## src/rtl/instr_fetch_unit_pkg.sv

```systemverilog
// Shared definitions for the fetch unit and its neighbours: FSM encoding, reset PC
// and the instruction field positions also used by the NPC and control blocks.
package instr_fetch_unit_pkg;

    localparam int unsigned PC_W    = 30;
    localparam int unsigned INSTR_W = 32;

    localparam logic [PC_W-1:0] DEF_RESET_PC = 30'h0000_0C00;

    typedef enum logic [1:0] {
        ST_IDLE   = 2'd0,
        ST_FETCH  = 2'd1,
        ST_VALID  = 2'd2,
        ST_HALTED = 2'd3
    } state_t;

    // Instruction field positions (MIPS-style encoding)
    localparam int unsigned OP_MSB     = 31;
    localparam int unsigned OP_LSB     = 26;
    localparam int unsigned RS_MSB     = 25;
    localparam int unsigned RS_LSB     = 21;
    localparam int unsigned RT_MSB     = 20;
    localparam int unsigned RT_LSB     = 16;
    localparam int unsigned RD_MSB     = 15;
    localparam int unsigned RD_LSB     = 11;
    localparam int unsigned SHAMT_MSB  = 10;
    localparam int unsigned SHAMT_LSB  = 6;
    localparam int unsigned FUNC_MSB   = 5;
    localparam int unsigned FUNC_LSB   = 0;
    localparam int unsigned IMM_MSB    = 15;
    localparam int unsigned IMM_LSB    = 0;
    localparam int unsigned TARGET_MSB = 25;
    localparam int unsigned TARGET_LSB = 0;

    localparam int unsigned OP_W     = OP_MSB - OP_LSB + 1;
    localparam int unsigned REG_W    = RS_MSB - RS_LSB + 1;
    localparam int unsigned FUNC_W   = FUNC_MSB - FUNC_LSB + 1;
    localparam int unsigned IMM_W    = IMM_MSB - IMM_LSB + 1;
    localparam int unsigned TARGET_W = TARGET_MSB - TARGET_LSB + 1;

endpackage

```

## src/rtl/instr_fetch_unit_field_split.sv

```systemverilog
// Combinational slicer from an instruction word to its decode fields.
module instr_field_split
    import instr_fetch_unit_pkg::*;
(
    input  logic [INSTR_W-1:0]  instr,
    output logic [OP_W-1:0]     op,
    output logic [REG_W-1:0]    rs,
    output logic [REG_W-1:0]    rt,
    output logic [REG_W-1:0]    rd,
    output logic [REG_W-1:0]    shamt,
    output logic [FUNC_W-1:0]   func,
    output logic [IMM_W-1:0]    imm16,
    output logic [TARGET_W-1:0] target
);

    assign op     = instr[OP_MSB:OP_LSB];
    assign rs     = instr[RS_MSB:RS_LSB];
    assign rt     = instr[RT_MSB:RT_LSB];
    assign rd     = instr[RD_MSB:RD_LSB];
    assign shamt  = instr[SHAMT_MSB:SHAMT_LSB];
    assign func   = instr[FUNC_MSB:FUNC_LSB];
    assign imm16  = instr[IMM_MSB:IMM_LSB];
    assign target = instr[TARGET_MSB:TARGET_LSB];

endmodule

```

## src/rtl/instr_fetch_unit.sv

```systemverilog
// Architectural PC holder: fetches one instruction per executed instruction over
// a req/ack handshake and loads the NPC result when the core advances.
module instr_fetch_unit
    import instr_fetch_unit_pkg::*;
#(
    parameter logic [PC_W-1:0] RESET_PC = DEF_RESET_PC,
    parameter int unsigned     CNT_W    = 32
) (
    input  logic                clk,
    input  logic                rst_n,
    input  logic [PC_W-1:0]     npc_in,
    input  logic                advance,
    input  logic                halt,
    output logic                imem_req,
    output logic [PC_W-1:0]     imem_addr,
    input  logic                imem_ack,
    input  logic [INSTR_W-1:0]  imem_rdata,
    output logic [PC_W-1:0]     pc_out,
    output logic [INSTR_W-1:0]  instr,
    output logic                instr_valid,
    output logic [OP_W-1:0]     op,
    output logic [FUNC_W-1:0]   func,
    output logic [REG_W-1:0]    rs,
    output logic [REG_W-1:0]    rt,
    output logic [REG_W-1:0]    rd,
    output logic [REG_W-1:0]    shamt,
    output logic [IMM_W-1:0]    imm16,
    output logic [TARGET_W-1:0] target,
    output logic                halted,
    output logic [CNT_W-1:0]    retired
);

    state_t state, state_nxt;
    logic   req_nxt, valid_nxt, halted_nxt;

    always_ff @(posedge clk or negedge rst_n) begin
        if (!rst_n) state <= ST_IDLE;
        else        state <= state_nxt;
    end

    always_comb begin
        state_nxt = state;
        case (state)
            ST_IDLE:   state_nxt = ST_FETCH;
            ST_FETCH:  if (imem_ack) state_nxt = ST_VALID;
            ST_VALID:  if (advance)  state_nxt = halt ? ST_HALTED : ST_FETCH;
            ST_HALTED: state_nxt = ST_HALTED;
            default:   state_nxt = ST_IDLE;
        endcase
    end

    // Status outputs are decoded from the next state so the flops line up with the state register
    always_comb begin
        req_nxt    = 1'b0;
        valid_nxt  = 1'b0;
        halted_nxt = 1'b0;
        case (state_nxt)
            ST_FETCH:  req_nxt    = 1'b1;
            ST_VALID:  valid_nxt  = 1'b1;
            ST_HALTED: halted_nxt = 1'b1;
            default:   ;
        endcase
    end

    always_ff @(posedge clk or negedge rst_n) begin
        if (!rst_n) begin
            imem_req    <= 1'b0;
            instr_valid <= 1'b0;
            halted      <= 1'b0;
            pc_out      <= RESET_PC;
            instr       <= '0;
            retired     <= '0;
        end else begin
            imem_req    <= req_nxt;
            instr_valid <= valid_nxt;
            halted      <= halted_nxt;
            if (state == ST_FETCH && imem_ack) begin
                instr <= imem_rdata;
            end
            // npc_in is taken verbatim; any PC wrap is the NPC block's job
            if (state == ST_VALID && advance) begin
                pc_out  <= npc_in;
                retired <= retired + CNT_W'(1);
            end
        end
    end

    assign imem_addr = pc_out;

    instr_field_split u_field_split (
        .instr  (instr),
        .op     (op),
        .rs     (rs),
        .rt     (rt),
        .rd     (rd),
        .shamt  (shamt),
        .func   (func),
        .imm16  (imm16),
        .target (target)
    );

endmodule

```

## config.mk

```make
export PLATFORM = sky130hd
export DESIGN_NAME = instr_fetch_unit
export DESIGN_NICKNAME = d
export VERILOG_FILES = /design/src/rtl/instr_fetch_unit_pkg.sv /design/src/rtl/instr_fetch_unit_field_split.sv /design/src/rtl/instr_fetch_unit.sv
export SDC_FILE = /design/constraint.sdc
export NUM_CORES = 1
export LEC_CHECK = 0
export ABC_AREA = 1
export BUFFER_PORTS_ARGS = -buffer_cell sky130_fd_sc_hd__buf_2
export CAP_MARGIN = 20
export CORE_MARGIN = 1
export CORE_UTILIZATION = 35
export CTS_BUF_LIST = sky130_fd_sc_hd__clkbuf_8
export CTS_CLUSTER_SIZE = 24
export DETAILED_ROUTE_END_ITERATION = 8
export GPL_TIMING_DRIVEN = 0
export PLACE_DENSITY = 0.69
export SLEW_MARGIN = 20
export SYNTH_ARGS = -nofsm -noshare
export SYNTH_HDL_FRONTEND = slang
export SYNTH_SLANG_ARGS = --single-unit
```

## constraint.sdc

```tcl
create_clock -name clk -period 4.2 [get_ports clk]
set_clock_uncertainty 0.2 [all_clocks]
set_input_delay 0.21 -clock clk [delete_from_list [all_inputs] [get_ports clk]]
set_output_delay 0.21 -clock clk [all_outputs]
set_load 0.03 [all_outputs]
```

==> run_summary.xml <==
<?xml version="1.0" encoding="UTF-8"?>
<metrics>
  <group name="clock_tree">
    <metric name="clock-sinks" unit="">99</metric>
    <metric name="clock_tree_from_tritoncts" unit="">done</metric>
    <metric name="cts.repair.resized" unit="">0</metric>
    <metric name="clock_latency" unit="ps">380</metric>
    <metric name="cts_root_buf" unit="">sky130_fd_sc_hd__clkbuf_8</metric>
    <metric name="max-clock-path-buffers" unit="">2</metric>
    <metric name="cts-buffers-inserted" unit="">9</metric>
    <metric name="clk_pin_slew_worst_paths" unit="ps">100</metric>
    <metric name="h-tree-depth" unit="">3</metric>
  </group>
  <group name="drt">
    <metric name="routed-via-count" unit="">4700</metric>
    <metric name="drc_violations" unit="">0</metric>
    <metric name="dr.pass1.iters" unit="">5</metric>
    <metric name="route.detailed.wl_per_inst" unit="µm">13.8</metric>
    <metric name="route.met3.wl" unit="µm">784</metric>
    <metric name="drtAntennaViolNets" unit="">0</metric>
    <metric name="met2_wirelength" unit="µm">8010</metric>
    <metric name="routed_wirelength" unit="µm">15000</metric>
    <metric name="drt-initial-drc-count" unit="">222</metric>
    <metric name="detail_route.wirelength.met1" unit="µm">5950</metric>
    <metric name="route.detailed.vias_per_inst" unit="">4.34</metric>
    <metric name="top_layer" unit="">met4</metric>
  </group>
  <group name="place">
    <metric name="detailed_place.area" unit="µm²">6680</metric>
    <metric name="hpwlAfterDp" unit="µm">11200</metric>
    <metric name="port_buffers" unit="">267</metric>
    <metric name="globalplace.congestion" unit="">0.860</metric>
  </group>
  <group name="sta">
    <metric name="finalCritPeriodShare" unit="">0.425</metric>
    <metric name="hold_viol" unit="">0</metric>
    <metric name="relSlewSlack" unit="">0.684</metric>
    <metric name="slew_viol_final" unit="">0</metric>
    <metric name="finalSetupViolations" unit="">0</metric>
    <metric name="clock.fmax" unit="MHz">560</metric>
    <metric name="period_minus_slack" unit="ps">1790</metric>
    <metric name="final.setup.tns" unit="ps">0</metric>
    <metric name="grt_setup_unrepaired" unit="">no</metric>
    <metric name="worstMarginPinSlew" unit="ps">474</metric>
  </group>
  <group name="die">
    <metric name="top_level_ports" unit="">268</metric>
    <metric name="die_height" unit="µm">123</metric>
    <metric name="std_cell_rows" unit="">43</metric>
    <metric name="floorplan.die_area" unit="µm²">15000</metric>
    <metric name="initial_core_util" unit="">0.362</metric>
    <metric name="die_width" unit="µm">123</metric>
    <metric name="coreArea" unit="µm²">14000</metric>
  </group>
  <group name="grt">
    <metric name="grt_start_max_net_pins" unit="">53</metric>
    <metric name="number_of_global_route_vias_before_repair" unit="">4428</metric>
    <metric name="global_route_wire_length_before_repair" unit="µm">22600</metric>
    <metric name="grt_overflow" unit="">0</metric>
    <metric name="grt_util_all_layers" unit="">0.198</metric>
    <metric name="antenna_violations_before_repair" unit="">0</metric>
  </group>
  <group name="worst_setup_path">
    <metric name="worst_path_largest_cell_delay" unit="ps">430</metric>
    <metric name="setup.worst_path.class" unit="">reg2reg</metric>
    <metric name="endpoint_kind" unit="">flip-flop</metric>
    <metric name="startpoint_type" unit="">flip-flop</metric>
    <metric name="critical_path.top_delay_family" unit="">simple AND/OR/NAND/NOR gates</metric>
    <metric name="cp_max_fo" unit="">5</metric>
    <metric name="crit_path_buf_inv_count" unit="">2</metric>
    <metric name="worstPathArrival" unit="ps">1860</metric>
    <metric name="master_of_the_slowest_instance_on_the_critical_path" unit="">sky130_fd_sc_hd__dfrtp_1</metric>
    <metric name="critical-path-top-cell-by-count" unit="">sky130_fd_sc_hd__inv_1</metric>
    <metric name="critPathRequiredTime" unit="ps">4270</metric>
    <metric name="timing.critical_path.cells" unit="">ha_1 -&gt; inv_1 -&gt; nor2_1 -&gt; nand3_1 -&gt; nor2_2 -&gt; xnor2_1 -&gt; inv_1</metric>
    <metric name="crit_cells" unit="">7</metric>
    <metric name="r2r.worst_path.cells" unit="">7</metric>
  </group>
  <group name="yosys">
    <metric name="yosys_warnings" unit="">0</metric>
    <metric name="ys_ff_latch" unit="">99</metric>
    <metric name="syn-instance-count" unit="">553</metric>
    <metric name="synth-seq-area-share" unit="">0.487</metric>
    <metric name="synth_area_per_cell" unit="µm²">9.20</metric>
    <metric name="synth.cell_area" unit="µm²">5090</metric>
    <metric name="synthesized_net_count" unit="">621</metric>
    <metric name="netlist-cell-type-count" unit="">27</metric>
  </group>
  <group name="power_and_ir_drop">
    <metric name="leakagePower" unit="nW">4.21</metric>
    <metric name="ir_worst_vdd" unit="V">0.000481</metric>
    <metric name="p_int" unit="mW">2.98</metric>
    <metric name="p_sw_frac" unit="">0.509</metric>
    <metric name="clk_pwr_share" unit="">0.104</metric>
    <metric name="p_per_area" unit="nW/µm²">805</metric>
    <metric name="power.share.sequential" unit="">0.270</metric>
    <metric name="p_comb_frac" unit="">0.626</metric>
    <metric name="total_power" unit="mW">6.06</metric>
    <metric name="power.net_switching" unit="mW">3.08</metric>
  </group>
  <group name="run_status">
    <metric name="run_status" unit="">finished, final reports clean</metric>
  </group>
  <group name="layout">
    <metric name="mostFrequentLayoutCell" unit="">sky130_fd_sc_hd__buf_2</metric>
    <metric name="share_of_post_route_cells_with_drive_strength_above_1" unit="">0.497</metric>
    <metric name="final_area" unit="µm²">7530</metric>
    <metric name="areaGrowthSynthToFinish" unit="%">48.1</metric>
    <metric name="layout_common_cells" unit="">sky130_fd_sc_hd__buf_2 (272), sky130_fd_sc_hd__nand2_1 (160), sky130_fd_sc_hd__buf_4 (107)</metric>
    <metric name="antennaDiodeCount" unit="">0</metric>
    <metric name="filler_cell_count" unit="">1280</metric>
    <metric name="nNetsFinal" unit="">965</metric>
    <metric name="final_core_utilization" unit="">0.536</metric>
  </group>
  <group name="min_path">
    <metric name="min_path_type" unit="">in2reg</metric>
    <metric name="worstHoldPathCells" unit="">3</metric>
  </group>
  <group name="flow_run">
    <metric name="cap_viol_max_count" unit="">0</metric>
  </group>
</metrics>
[logic make-up after synthesis]
logic type | synth area share
xor+xnor | 0.0293
flops | 0.487
mux | 0.0708
compound gates | 0.00492
simple gates | 0.210
buf+inv | 0.195
fa+ha+maj | 0.00246
[final timing paths]
| path | startpoint | to | slack [ps] |
|---|---|---|---|
| max | retired[1] | retired[20] | 2410 |
| max reg2reg | retired[1] | retired[20] | 2410 |
| min | imem_ack | instr[2] | 80 |
| min in group asynchronous | rst_n | retired[22] | 120 |
| min reg2reg | imem_addr[10] | imem_addr[10] | 290 |
| max in group asynchronous | rst_n | imem_addr[10] | 3030 |
[final cells by class]
class	instances	area [µm²]	area share
inverters	39	146	0.0194
plain buffers	114	845	0.112
multi-input cells	301	1620	0.215
repair buffers	333	2020	0.268
flip-flops and latches	99	2480	0.329
clock inverters	7	76.3	0.0101
well taps	180	225	0.0299
clock buffers	9	124	0.0164
[metal layers]
metal	global-route usage	up-vias
li1	-	2308
met1	0.227	2217
met2	0.362	159
met3	0.0409	16
met4	0.0671	0
met5	0	-
[power groups by stage]
stage | Combinational, mW | Clock [mW] | Sequential [mW]
floorplan | 2.15 | 0 | 2.19
global placement | 3.71 | 0 | 1.64
detailed placement | 3.75 | 0 | 1.65
CTS | 3.80 | 0.651 | 1.64
global route | 4.01 | 0.685 | 1.69
finish | 3.79 | 0.630 | 1.64
[worst reg2reg max path: stages (launching register included)]
cell and delay [ps]:
sky130_fd_sc_hd__dfrtp_1 430, sky130_fd_sc_hd__ha_1 200, sky130_fd_sc_hd__inv_1 60, sky130_fd_sc_hd__nor2_1 230, sky130_fd_sc_hd__nand3_1 140, sky130_fd_sc_hd__nor2_2 220
sky130_fd_sc_hd__xnor2_1 140, sky130_fd_sc_hd__inv_1 50
[cells in the mapped netlist (all sizes together)]
cell type    n  area [µm²]
nand2      162         613
buf        114         845
dfrtp       97        2430
inv         39         146
nor2        37         164
mux2        32         360
nand3       27         153
nand4       11        68.8
xor2         9        78.8
xnor2        8        70.1
nor3         5        41.3
o21ai        5        25.0
nand3b       3        22.5
dfstp        2        52.6
ha           1        12.5
nor3b        1        7.51
[flip-flops by register name (all words and copies together), names as in the netlist]
register,flops
halted,1
imem_addr,30
imem_req,1
instr,32
instr_valid,1
retired,32
state,2
[through the flow]
stage / hold slack, ps / cells / setup WS [ps]
floorplan: -286 / 553 / 2440
global placement: 204 / 1000 / 1630
detailed placement: -18.9 / 1001 / 2460
CTS: 68.0 / 1082 / 2420
global route: 92.6 / 1082 / 2270
finish: 81.2 / 1082 / 2410
[repair_timing]
item | 4_1_cts | 5_1_grt
hold buffers | 65 | 0
endpoints found under the hold margin | 164 | 0
setup buffers | 0 | 0
Note: power is estimated with default switching activity, not from simulation.
